File: src/rtl/plot_scheduler.sv
`default_nettype none
// ============================================================================
//  Module   : plot_scheduler
//  Purpose  : Shares the VGA adapter pixel-write port between three 4x4
//             block-draw requesters (tail erase, head, food) using a
//             round-robin arbiter, and provides a full-screen clear sequence.
//  Revision : 1.0  initial release
// ============================================================================
module plot_scheduler #(
   parameter int         BLOCK_BITS   = 2,
   parameter int         SCREEN_W     = 160,
   parameter int         SCREEN_H     = 120,
   parameter logic [2:0] CLEAR_COLOUR = 3'b000
) (
   input  logic        clk,
   input  logic        reset,
   input  logic [2:0]  req,
   input  logic [23:0] req_x,
   input  logic [20:0] req_y,
   input  logic [8:0]  req_colour,
   input  logic        clear,
   output logic [2:0]  grant,
   output logic [2:0]  done,
   output logic        clear_done,
   output logic        busy,
   output logic [7:0]  x_out,
   output logic [6:0]  y_out,
   output logic [2:0]  colour_out,
   output logic        plot
);

   localparam int                 c_PIX_W    = 2 * BLOCK_BITS;
   localparam logic [c_PIX_W-1:0] c_PIX_LAST = {c_PIX_W{1'b1}};
   localparam logic [c_PIX_W-1:0] c_PIX_ONE  = c_PIX_W'(1);
   localparam logic [7:0]         c_CX_LAST  = 8'(SCREEN_W - 1);
   localparam logic [6:0]         c_CY_LAST  = 7'(SCREEN_H - 1);
   localparam logic [8:0]         c_W9       = 9'(SCREEN_W);
   localparam logic [7:0]         c_H8       = 8'(SCREEN_H);

   typedef enum logic [2:0] {
      S_IDLE       = 3'd0,
      S_DRAW       = 3'd1,
      S_DONE       = 3'd2,
      S_CLEAR      = 3'd3,
      S_CLEAR_DONE = 3'd4
   } state_t;

   state_t               state_q;
   logic [2:0]           grant_q;
   logic [2:0]           done_q;
   logic                 clr_done_q;
   logic [1:0]           last_q;
   logic [c_PIX_W-1:0]   pix_q;
   logic [7:0]           bx_q;
   logic [6:0]           by_q;
   logic [2:0]           bc_q;
   logic [7:0]           cx_q;
   logic [6:0]           cy_q;

   // Round-robin selection results and the selected requester's block fields
   logic [1:0]           ord0, ord1, ord2;
   logic [1:0]           pick_d;
   logic [7:0]           sel_x_d;
   logic [6:0]           sel_y_d;
   logic [2:0]           sel_c_d;

   // Untruncated pixel coordinates inside the current block
   logic [8:0]           x_sum;
   logic [7:0]           y_sum;

   assign x_sum = {1'b0, bx_q} + 9'(pix_q[BLOCK_BITS-1:0]);
   assign y_sum = {1'b0, by_q} + 8'(pix_q[c_PIX_W-1:BLOCK_BITS]);

   // Search order starts one past the last served requester
   always_comb begin
      ord0 = 2'd0;
      ord1 = 2'd1;
      ord2 = 2'd2;
      case (last_q)
         2'd0: begin ord0 = 2'd1; ord1 = 2'd2; ord2 = 2'd0; end
         2'd1: begin ord0 = 2'd2; ord1 = 2'd0; ord2 = 2'd1; end
         default: begin ord0 = 2'd0; ord1 = 2'd1; ord2 = 2'd2; end
      endcase
      if (req[ord0])      pick_d = ord0;
      else if (req[ord1]) pick_d = ord1;
      else                pick_d = ord2;
   end

   // Route the chosen requester's corner and colour to the latch inputs
   always_comb begin
      sel_x_d = req_x[7:0];
      sel_y_d = req_y[6:0];
      sel_c_d = req_colour[2:0];
      case (pick_d)
         2'd1: begin
            sel_x_d = req_x[15:8];
            sel_y_d = req_y[13:7];
            sel_c_d = req_colour[5:3];
         end
         2'd2: begin
            sel_x_d = req_x[23:16];
            sel_y_d = req_y[20:14];
            sel_c_d = req_colour[8:6];
         end
         default: begin
            sel_x_d = req_x[7:0];
            sel_y_d = req_y[6:0];
            sel_c_d = req_colour[2:0];
         end
      endcase
   end

   // Control FSM: arbitration, block walk, clear raster and handshake pulses
   always_ff @(posedge clk) begin
      if (reset) begin
         state_q    <= S_IDLE;
         grant_q    <= 3'b000;
         done_q     <= 3'b000;
         clr_done_q <= 1'b0;
         last_q     <= 2'd2;
         pix_q      <= '0;
         bx_q       <= 8'd0;
         by_q       <= 7'd0;
         bc_q       <= 3'd0;
         cx_q       <= 8'd0;
         cy_q       <= 7'd0;
      end else begin
         done_q     <= 3'b000;
         clr_done_q <= 1'b0;
         case (state_q)
            S_IDLE: begin
               // Clear outranks every block request; pointer is left alone
               if (clear) begin
                  cx_q    <= 8'd0;
                  cy_q    <= 7'd0;
                  state_q <= S_CLEAR;
               end else if (|req) begin
                  bx_q    <= sel_x_d;
                  by_q    <= sel_y_d;
                  bc_q    <= sel_c_d;
                  grant_q <= 3'b001 << pick_d;
                  last_q  <= pick_d;
                  pix_q   <= '0;
                  state_q <= S_DRAW;
               end
            end
            S_DRAW: begin
               pix_q <= pix_q + c_PIX_ONE;
               if (pix_q == c_PIX_LAST) begin
                  done_q  <= grant_q;
                  state_q <= S_DONE;
               end
            end
            S_DONE: begin
               grant_q <= 3'b000;
               state_q <= S_IDLE;
            end
            S_CLEAR: begin
               if (cx_q == c_CX_LAST) begin
                  cx_q <= 8'd0;
                  if (cy_q == c_CY_LAST) begin
                     clr_done_q <= 1'b1;
                     state_q    <= S_CLEAR_DONE;
                  end else begin
                     cy_q <= cy_q + 7'd1;
                  end
               end else begin
                  cx_q <= cx_q + 8'd1;
               end
            end
            S_CLEAR_DONE: begin
               state_q <= S_IDLE;
            end
            default: begin
               state_q <= S_IDLE;
            end
         endcase
      end
   end

   // Pixel port driven straight from state so the first pixel lands in the first DRAW cycle
   always_comb begin
      x_out      = 8'd0;
      y_out      = 7'd0;
      colour_out = 3'd0;
      plot       = 1'b0;
      case (state_q)
         S_DRAW: begin
            x_out      = x_sum[7:0];
            y_out      = y_sum[6:0];
            colour_out = bc_q;
            plot       = (x_sum < c_W9) && (y_sum < c_H8);
         end
         S_CLEAR: begin
            x_out      = cx_q;
            y_out      = cy_q;
            colour_out = CLEAR_COLOUR;
            plot       = 1'b1;
         end
         default: begin
            plot = 1'b0;
         end
      endcase
   end

   assign grant      = grant_q;
   assign done       = done_q;
   assign clear_done = clr_done_q;
   assign busy       = (state_q != S_IDLE);

endmodule
`default_nettype wire
File: config.mk
export PLATFORM = sky130hd
export DESIGN_NAME = plot_scheduler
export DESIGN_NICKNAME = d
export VERILOG_FILES = /design/src/rtl/plot_scheduler.sv
export SDC_FILE = /design/constraint.sdc
export NUM_CORES = 1
export LEC_CHECK = 0
export CORE_ASPECT_RATIO = 0.7
export CORE_UTILIZATION = 49
export DETAILED_ROUTE_END_ITERATION = 8
export HOLD_SLACK_MARGIN = 0.03
export PLACE_DENSITY = 0.82
export SYNTH_ARGS = -nofsm -noshare
export SYNTH_HDL_FRONTEND = slang
export SYNTH_SLANG_ARGS = --single-unit
File: constraint.sdc
create_clock -name clk -period 3.3 [get_ports clk]
set_input_delay 0.66 -clock clk [delete_from_list [all_inputs] [get_ports clk]]
set_output_delay 0.66 -clock clk [all_outputs]
set_load 0.05 [all_outputs]
==> results of run 1 <==
final cells by class:
type | count | area (sq um) | share of cell area (%)
Sequential cell | 49 | 982.2 | 23.57
Inverter | 14 | 52.55 | 1.261
Timing Repair Buffer | 96 | 949.7 | 22.79
Clock inverter | 3 | 43.79 | 1.051
Multi-Input combinational cell | 310 | 1973 | 47.34
Tap cell | 78 | 97.59 | 2.342
Clock buffer | 5 | 68.82 | 1.651
how the worst min path moves through the flow:
stage / startpoint / end / depth (start not counted)
finish: bc_q[0] / bc_q[0] / 2
global route: bc_q[0] / bc_q[0] / 2
CTS: bc_q[0] / bc_q[0] / 2
detailed placement: bc_q[0] / bc_q[0] / 2
global placement: bc_q[2] / bc_q[2] / 2
floorplan: bc_q[0] / bc_q[0] / 2
logic make-up (layout without fill, tap and decap cells):
family / after synthesis / count (layout) / synth area share (%)
buffers and inverters: 45 / 118 / 7.574
and+or+nand+nor: 156 / 156 / 24.69
AOI/OAI and AO/OA: 122 / 122 / 25.98
xor gates and xnor gates: 12 / 12 / 3.297
muxes: 8 / 8 / 2.512
DFF: 49 / 49 / 30.77
adders and majority gates: 12 / 12 / 5.181
synth_stat cells (all sizes together) (2+ instances only):
| cell | count | area share (%) |
|---|---|---|
| nor2 | 21 | 2.5 |
| a2111oi | 2 | 0.94 |
| o211ai | 18 | 4.2 |
| a21o | 2 | 0.47 |
| clkbuf | 18 | 2.8 |
| a31oi | 4 | 0.78 |
| mux2i | 8 | 2.5 |
| a211oi | 7 | 1.6 |
| and3 | 2 | 0.39 |
| a21oi | 44 | 7.0 |
| nand2 | 73 | 8.6 |
| buf | 13 | 3.1 |
| o21ai | 8 | 1.3 |
| ha | 10 | 3.9 |
| nor4 | 3 | 0.59 |
| inv | 13 | 1.5 |
| xnor2 | 5 | 1.4 |
| or3 | 3 | 0.75 |
| nand2b | 5 | 0.98 |
| a311oi | 5 | 1.4 |
| nand4 | 4 | 0.78 |
| and2 | 6 | 1.2 |
| a22oi | 19 | 4.5 |
| nor2b | 6 | 1.2 |
| nand3b | 3 | 1.1 |
| nor3 | 8 | 2.0 |
| and4 | 2 | 0.55 |
| dfxtp | 49 | 31 |
| o31ai | 3 | 1.1 |
| xor2 | 7 | 1.9 |
| o22ai | 2 | 0.39 |
| fa | 2 | 1.3 |
| nand3 | 11 | 1.7 |
| nor3b | 3 | 0.86 |
sequential cells by signal, summed over array words and instances (netlist names):
register,cells
bx_q,8
grant,3
by_q,7
cy_q,7
cx_q,8
bc_q,3
pix_q,4
state_q,3
done,3
last_q,2
clear_done,1
stage by stage:
stage	instances	power [uW]	worst slack [ns]
after floorplan	404	1200	0.008329
after global placement	547	1425	0.3423
after detailed placement	547	1444	0.2655
after CTS	555	1879	0.05301
after global routing	555	1976	0.01128
final	555	1881	0.1222
power by group through the flow:
| stage | sequential [uW] | clock, uW | combinational [uW] |
|---|---|---|---|
| floorplan | 690 | 0 | 509 |
| global placement | 711 | 0 | 714 |
| detailed placement | 715 | 0 | 729 |
| CTS | 701 | 448 | 730 |
| global route | 710 | 469 | 797 |
| finish | 703 | 445 | 733 |
repair_timing:
action / in CTS / in global routing
resized for setup: 1 / 3
endpoints found under the setup margin: 1 / 4
cloned: 0 / 0
layout by cell type, fill, tap and decap left out, drive strengths merged, types with 3 or more instances in the layout:
| master | count |
|---|---|
| nand3b | 3 |
| and2 | 6 |
| a311oi | 5 |
| clkbuf | 5 |
| xor2 | 7 |
| inv | 14 |
| nand2 | 73 |
| a22oi | 19 |
| a31oi | 4 |
| o31ai | 3 |
| nor3b | 3 |
| nor2 | 21 |
| xnor2 | 5 |
| clkdlybuf4s50 | 71 |
| nor2b | 6 |
| nor4 | 3 |
| a211oi | 7 |
| buf | 24 |
| nand2b | 5 |
| o21ai | 8 |
| nor3 | 8 |
| ha | 10 |
| a21oi | 44 |
| o211ai | 18 |
| mux2i | 8 |
| or3 | 3 |
| nand3 | 11 |
| dfxtp | 49 |
| nand4 | 4 |
worst max-delay path, delay by kind of cell (launching register included):
kind / cells / cell delay [ns]
flops: 1 / 0.38
compound gates: 2 / 0.25
fa+ha+maj: 2 / 0.63
simple gates: 2 / 0.74
buf+inv: 1 / 0.21
layer usage:
metal / share of wire [%] / vias to the layer above / track usage (%)
met5: 0 / - / 0
met4: 1.0 / 0 / 5.970
met3: 5.7 / 11 / 4.335
met2: 47 / 113 / 39.91
met1: 47 / 1486 / 34.67
li1: - / 1596 / -
==> impl_metrics.ini, run 1 <==
[outcome]
outcome = complete, but fails checks
violations = DRC

[place]
gp_congestion = 0.9077
numPortBuffers = 86
placedInstanceArea_sq_um = 4048
dp_hpwl_um = 6273

[drt]
routed_via_density = 5.777
wl_per_cell_um = 15.00
drt-pass1-iter-count = 9
drt_iter0_drc = 225
num_vias = 3206
drtAntennaViolNets = 0
route.detailed.drc = 2
wl_um = 8325

[synth]
yosysWarnings = 0
synth.net_count = 476
synth_edf_count = 0
synthArstFlopShare_pct = 0
synth-seq-area-share_pct = 30.77
synthFlopType = dfxtp_1
ys_types = 59
syn_inst = 404
netlist_area_sq_um = 3188
syn_avg_cell_area_sq_um = 7.891
ys_ff_latch = 49

[sta]
fin_tns_setup_ns = 0
min_period_ns = 3.178
rsz0062_at_grt = false
timing.fmax_mhz = 314.7
relSlewSlack_pct = 45.61
hold_ws_ns = 0.4572
fin_crit_sh_pct = 96.30
drv_slew = 0
finalClockSkew_ns = 0.01392
setup_viol = 0
tightest_slew_ns = 0.8045
hold_viol_final = 0

[setup_path]
r2r-end = cy_q[6]
worstSetupEndpointType = output port
cp_max_fo = 5
crit_path_top_delay_cell = or4_1
start_kind = flop
rr_worst_depth = 5
crit_chain = ha_1 > fa_2 > and4_1 > or4_1 > a21oi_1 > o31ai_1 > buf_4
crit_type = reg2out
cp_data_required_time_ns = 2.64
reg2reg_slack_ns = 0.98
crit_start = pix_q[0]
slowest_delay_ns = 0.50
critPathArrivalTime_ns = 2.52
worstReg2RegStart = state_q[1]
cp-endpoint = plot

[hold_path]
hold_path_class = reg2reg

[grt]
grt_usage_pct = 24.79
grt.overflow.total = 0
antenna_found_initial = 0
grt_pass1_vias = 2948
grt_pass1_wl_um = 13750
grt_max_degree = 37

[power]
leakagePower_uw = 0.001501
p_sw_uw = 722.4
power.density_nw_per_um2 = 451.3
pwr-share-seq_pct = 37.4
p_int_uw = 1158
switching_share_pct = 38.41
pwr-share-clk_pct = 23.7
p_comb_share_pct = 39.0
max-vdd-ir-drop_v = 0.0002567

[final_layout]
nFillCells = 526
diodes = 0
areaGrowthSynthToFinish_pct = 30.73
post-route-util_pct = 66.73
drive_gt1_share_pct = 9.434
design_area_sq_um = 4168
fin_nets = 548

[clock_network]
cts_sinks = 49
postCtsHoldBufs = 0
cts-root-buf = clkbuf_8
clkTransAtPathRegs_ns = 0.10
cts_made_buffers = 5
cts_max_level = 2
cts_tree = built
post_cts_buffers = 0
clockBufferDepth = 2
clk_latency_ns = 0.31

[die]
start_util_pct = 51.04
rows = 24
core-area_sq_um = 6246
die-area_sq_um = 6838
ios = 87
chipHeight_um = 69.49
dieWidth_um = 98.41

[flow_run]
drv_cap = 0
Note: power is estimated with default switching activity, not from simulation.
==> run 2, diff against run 1 <==
--- a/config.mk
+++ b/config.mk
@@ -10,4 +10,5 @@
 export DETAILED_ROUTE_END_ITERATION = 8
 export HOLD_SLACK_MARGIN = 0.03
+export MAX_ROUTING_LAYER = met4
 export PLACE_DENSITY = 0.82
 export SYNTH_ARGS = -nofsm -noshare
==> constraint.sdc (replaced) <==
create_clock -name clk -period 3.3 [get_ports clk]
set_input_delay 0.66 -clock clk [delete_from_list [all_inputs] [get_ports clk]]
set_output_delay 0.66 -clock clk [all_outputs]
set_load 0.01 [all_outputs]
==> run 2 against run 1 <==
  * The run still ends with DRC left
  * Setup slack got worse by 0.010 ns
  * Critical path depth did not move
  * Highest routed layer unchanged
  * Count of clock-buffer cells in the layout did not move
  * Combinational power decreased by 16%
==> impl_metrics.ini, run 2 (same netlist as run 1, synthesis figures left out) <==
[place]
gp_congestion = 0.8692
dp_hpwl_um = 6062
placedInstanceArea_sq_um = 4023
numPortBuffers = 86

[drt]
routed_via_density = 5.746
wl_um = 8181
wl_per_cell_um = 14.74
route.detailed.drc = 4
drt_iter0_drc = 169
drt-pass1-iter-count = 7
num_vias = 3189
drtAntennaViolNets = 0

[power]
switching_share_pct = 34.45
p_total_uw = 1751
p_comb_share_pct = 35.1
leakagePower_uw = 0.001486
pwr-share-clk_pct = 24.8
p_int_uw = 1147
max-vdd-ir-drop_v = 0.0002033
p_sw_uw = 603.1
pwr-share-seq_pct = 40.1
power.density_nw_per_um2 = 419.5

[flow_run]
drv_cap = 0

[final_layout]
drive_gt1_share_pct = 6.918
design_area_sq_um = 4173
reg_top3 = bx_q x8, cx_q x8
multiInputGateArea_sq_um = 1972
final_common_cell = clkdlybuf4s50_1
seq_area_sq_um = 983.4
diodes = 0
areaGrowthSynthToFinish_pct = 30.89
nFillCells = 551
layout_common_cells = clkdlybuf4s50_1, nand2_1, dfxtp_1
fin_nets = 548

[die]
die-area_sq_um = 6838
core-area_sq_um = 6246
chipHeight_um = 69.49
rows = 24
start_util_pct = 51.04
ios = 87
dieWidth_um = 98.41

[setup_path]
rr_worst_depth = 5
cp_max_fo = 5
critPathArrivalTime_ns = 2.53
r2r-end = cx_q[7]
slowest_delay_ns = 0.50
crit_path_top_delay_cell = or4_1
worstReg2RegStart = state_q[1]
crit_chain = ha_1 > fa_2 > and4_1 > or4_1 > a21oi_1 > o31ai_1 > clkdlybuf4s15_1
crit_type = reg2out
cp_top_family = simple AND/OR/NAND/NOR gates
reg2reg_slack_ns = 1.00
cp_data_required_time_ns = 2.64
worstSetupEndpointType = output port
crit_buf_inv = 1
start_kind = flop

[grt]
grt_pass1_wl_um = 13320
grt_pass1_vias = 2977
grt_max_degree = 37
antenna_found_initial = 0
grt.overflow.total = 0
grt_usage_pct = 24.39

[sta]
timing.fmax_mhz = 313.7
hold_ws_ns = 0.4570
fin_tns_setup_ns = 0
min_period_ns = 3.188
tightest_slew_ns = 0.8692
setup_viol = 0
finalClockSkew_ns = 0.01167
fin_crit_sh_pct = 96.60
hold_viol_final = 0
relSlewSlack_pct = 41.24
drv_slew = 0

[clock_network]
clk_latency_ns = 0.31
cts-root-buf = clkbuf_8
cts_made_buffers = 5
postCtsHoldBufs = 0
cts_max_level = 2
cts_tree = built
cts_sinks = 49
clkTransAtPathRegs_ns = 0.09
clockBufferDepth = 2

[hold_path]
hold_path_class = reg2reg
hold_depth = 2
min_to = bc_q[2]
min-delay-start = bc_q[2]

[outcome]
violations = DRC
outcome = complete, but fails checks
==> run 2: cell type report <==
class,count,area share [%]
multi-input combinational,310,47.26
sequential,49,23.57
timing repair buffer,96,22.73
tap,78,2.339
clock buffer,5,1.649
inverter,14,1.349
clock inverter,3,1.109
==> run 2: stage by stage <==
stage | instances | utilization (%) | setup slack, ns
2_1_floorplan | 404 | - | 0.7312
3_3_place_gp | 544 | 64.40 | 0.2136
3_5_place_dp | 544 | 64.40 | 0.1473
4_1_cts | 552 | 66.21 | 0.008437
5_1_grt | 555 | 66.81 | -0.005485
6_report | 555 | 66.81 | 0.1122
==> run 2: how the worst max path moves through the flow <==
stage	from	to	slack (ns)	cells after the start
after CTS	pix_q[0]	plot	0.008	7
after floorplan	pix_q[0]	plot	0.73	6
after global routing	pix_q[0]	plot	-0.005	7
final	pix_q[0]	plot	0.11	7
after detailed placement	pix_q[0]	plot	0.15	7
after global placement	pix_q[0]	plot	0.21	7
==> run 2: timing repair <==
action	CTS	global route
pin swaps	0	1
setup buffers	0	3
gates resized for setup	4	6
setup endpoints to repair	3	4
==> run 2: metal layers <==
metal	share of wire (%)	vias up	track usage, %
met4	0.81	0	5.970
li1	-	1593	-
met3	6.8	15	4.435
met2	47	114	39.28
met5	0	-	-
met1	45	1467	31.93
==> run 2: power groups by stage <==
stage	combinational, uW	clock (uW)	sequential, uW
2_1_floorplan	415	0	682
3_3_place_gp	596	0	709
3_5_place_dp	611	0	712
4_1_cts	610	443	698
5_1_grt	675	474	708
6_report	614	434	702
==> run 2: worst reg2reg max path: stages, from the launching register on <==
cell and delay (ns):
dfxtp_1 0.68, buf_4 0.29, nand3b_4 0.16, a21oi_2 0.60
o21ai_0 0.19, a311oi_1 0.29
==> run 3, diff against run 2 <==
CORE_UTILIZATION = 50   (was 49)
DONT_BUFFER_PORTS = 1   (was unset)
PLACE_DENSITY = 0.66   (was 0.82)
==> run 3 against run 2 <==
  * First-iteration DRC count fell by 8.3%
  * Core utilization fell by 13 points
  * Count of clock-buffer cells in the layout rose by 1
  * Largest cell class unchanged
  * Clock skew fell by 0.0083 ns
  * Routed wire length fell by 11%
  * Power fell by 14%
  * Sequential cell count did not move
  * Critical path depth fell by 1
  * Largest power group unchanged
  * The run now ends clean
==> impl_metrics.ini, run 3 (same netlist as run 1, synthesis figures left out) <==
[clock_network]
clk_latency_ns = 0.30
post_cts_buffers = 0
cts_sinks = 49
clkTransAtPathRegs_ns = 0.09
cts_made_buffers = 5
postCtsHoldBufs = 0
cts_resized = 0
cts-root-buf = clkbuf_8
clockBufferDepth = 2
cts_tree = built
cts_max_level = 2

[flow_run]
drv_cap = 0

[setup_path]
worstSetupEndpointType = output port
cp_max_fo = 5
critPathArrivalTime_ns = 2.40
rr_worst_depth = 9
cp_data_required_time_ns = 2.64
crit_type = reg2out
start_kind = flop

[grt]
grt_max_degree = 39
grt_pass1_vias = 2411
antenna_found_initial = 0
grt_usage_pct = 22.99
grt_pass1_wl_um = 11900
grt.overflow.total = 0

[drt]
drt_iter0_drc = 155
drtAntennaViolNets = 0
top_layer = met4
wl_met3_um = 476
route.detailed.drc = 0
wl_um = 7321
wl_per_cell_um = 15.92
num_vias = 2824
wl_met1_um = 3520
wl_met2_um = 3254
drt-pass1-iter-count = 6
routed_via_density = 6.139

[final_layout]
reg_top3 = bx_q x8, cx_q x8
fin_nets = 456
final_common_cell = nand2_1
drive_gt1_share_pct = 5.455
layout_common_cells = nand2_1, dfxtp_1, a21oi_1
areaGrowthSynthToFinish_pct = 0.7064
diodes = 0
nFillCells = 583

[die]
die-area_sq_um = 6704
ios = 87
chipHeight_um = 68.81
core-area_sq_um = 5928
rows = 23
dieWidth_um = 97.44
start_util_pct = 53.78

[power]
max-vdd-ir-drop_v = 0.0001914
power.density_nw_per_um2 = 470.0
p_total_uw = 1509
leakagePower_uw = 0.001085

[sta]
tightest_slew_ns = 0.9041
finalClockSkew_ns = 0.003396
min_period_ns = 3.060
drv_slew = 0
hold_viol_final = 0
fin_tns_setup_ns = 0
hold_ws_ns = 0.4280
rsz0062_at_grt = false
relSlewSlack_pct = 39.53
fin_crit_sh_pct = 92.72
timing.fmax_mhz = 326.8
setup_viol = 0

[hold_path]
hold_path_class = in2reg
hold_depth = 1

[place]
numPortBuffers = 0
dp_hpwl_um = 5343
gp_congestion = 0.8390

[outcome]
outcome = completed
-- run 3: cell types whose count changed in the layout (fill, tap and decap cells not counted), moves of 2 or more --
cell	delta
buf_4	-5
clkdlybuf4s50_1	-82
dfxtp_1	+2
dfxtp_2	-2
dlygate4sd2_1	-2
-- run 3: cell type report --
cell class | count | area (sq um) | area share, %
Timing Repair Buffer | 4 | 30.03 | 0.9353
Multi-Input combinational cell | 310 | 1966 | 61.22
Sequential cell | 49 | 980.9 | 30.55
Clock buffer | 6 | 72.57 | 2.260
Clock inverter | 2 | 15.01 | 0.4677
Tap cell | 75 | 93.84 | 2.923
Inverter | 14 | 52.55 | 1.637
-- run 3: per-layer routing --
layer	global-route usage [%]	vias to the layer above
met3	4.839	7
met4	6.250	0
met2	35.05	79
met1	31.23	1322
li1	-	1416
met5	-	-
-- run 3: per-stage QoR --
stage,instance area (sq um),utilization (%),std cells,setup WS [ns]
3_5_place_dp,3123,52.68,452,0.5870
3_3_place_gp,3123,52.68,452,0.6524
5_1_grt,3211,54.16,460,0.1047
6_report,3211,54.16,460,0.2404
2_1_floorplan,3188,-,404,0.7312
4_1_cts,3211,54.16,460,0.2336
-- run 3: worst paths after layout --
path              endpoint  slack (ns)       from
setup / recovery      plot        0.24   pix_q[0]
hold / removal    pix_q[1]        0.43      reset
setup reg to reg   by_q[3]        1.00  last_q[0]
hold reg to reg    bc_q[1]        0.45    bc_q[1]
-- run 3: worst max-delay path, cell delays in order, from the launching register on --
cell	delay, ns
dfxtp_1	0.36
ha_1	0.24
fa_1	0.44
and4_1	0.26
or4_1	0.50
a21oi_1	0.16
o31ai_1	0.14
-- run 3: power by group --
group          switching [uW]  leakage (uW)  internal (uW)  total [uW]
registers                63.9      0.000398            636         700
logic                     292      0.000650            160         452
clock network             207     0.0000374            150         357
total                     563       0.00109            946        1510
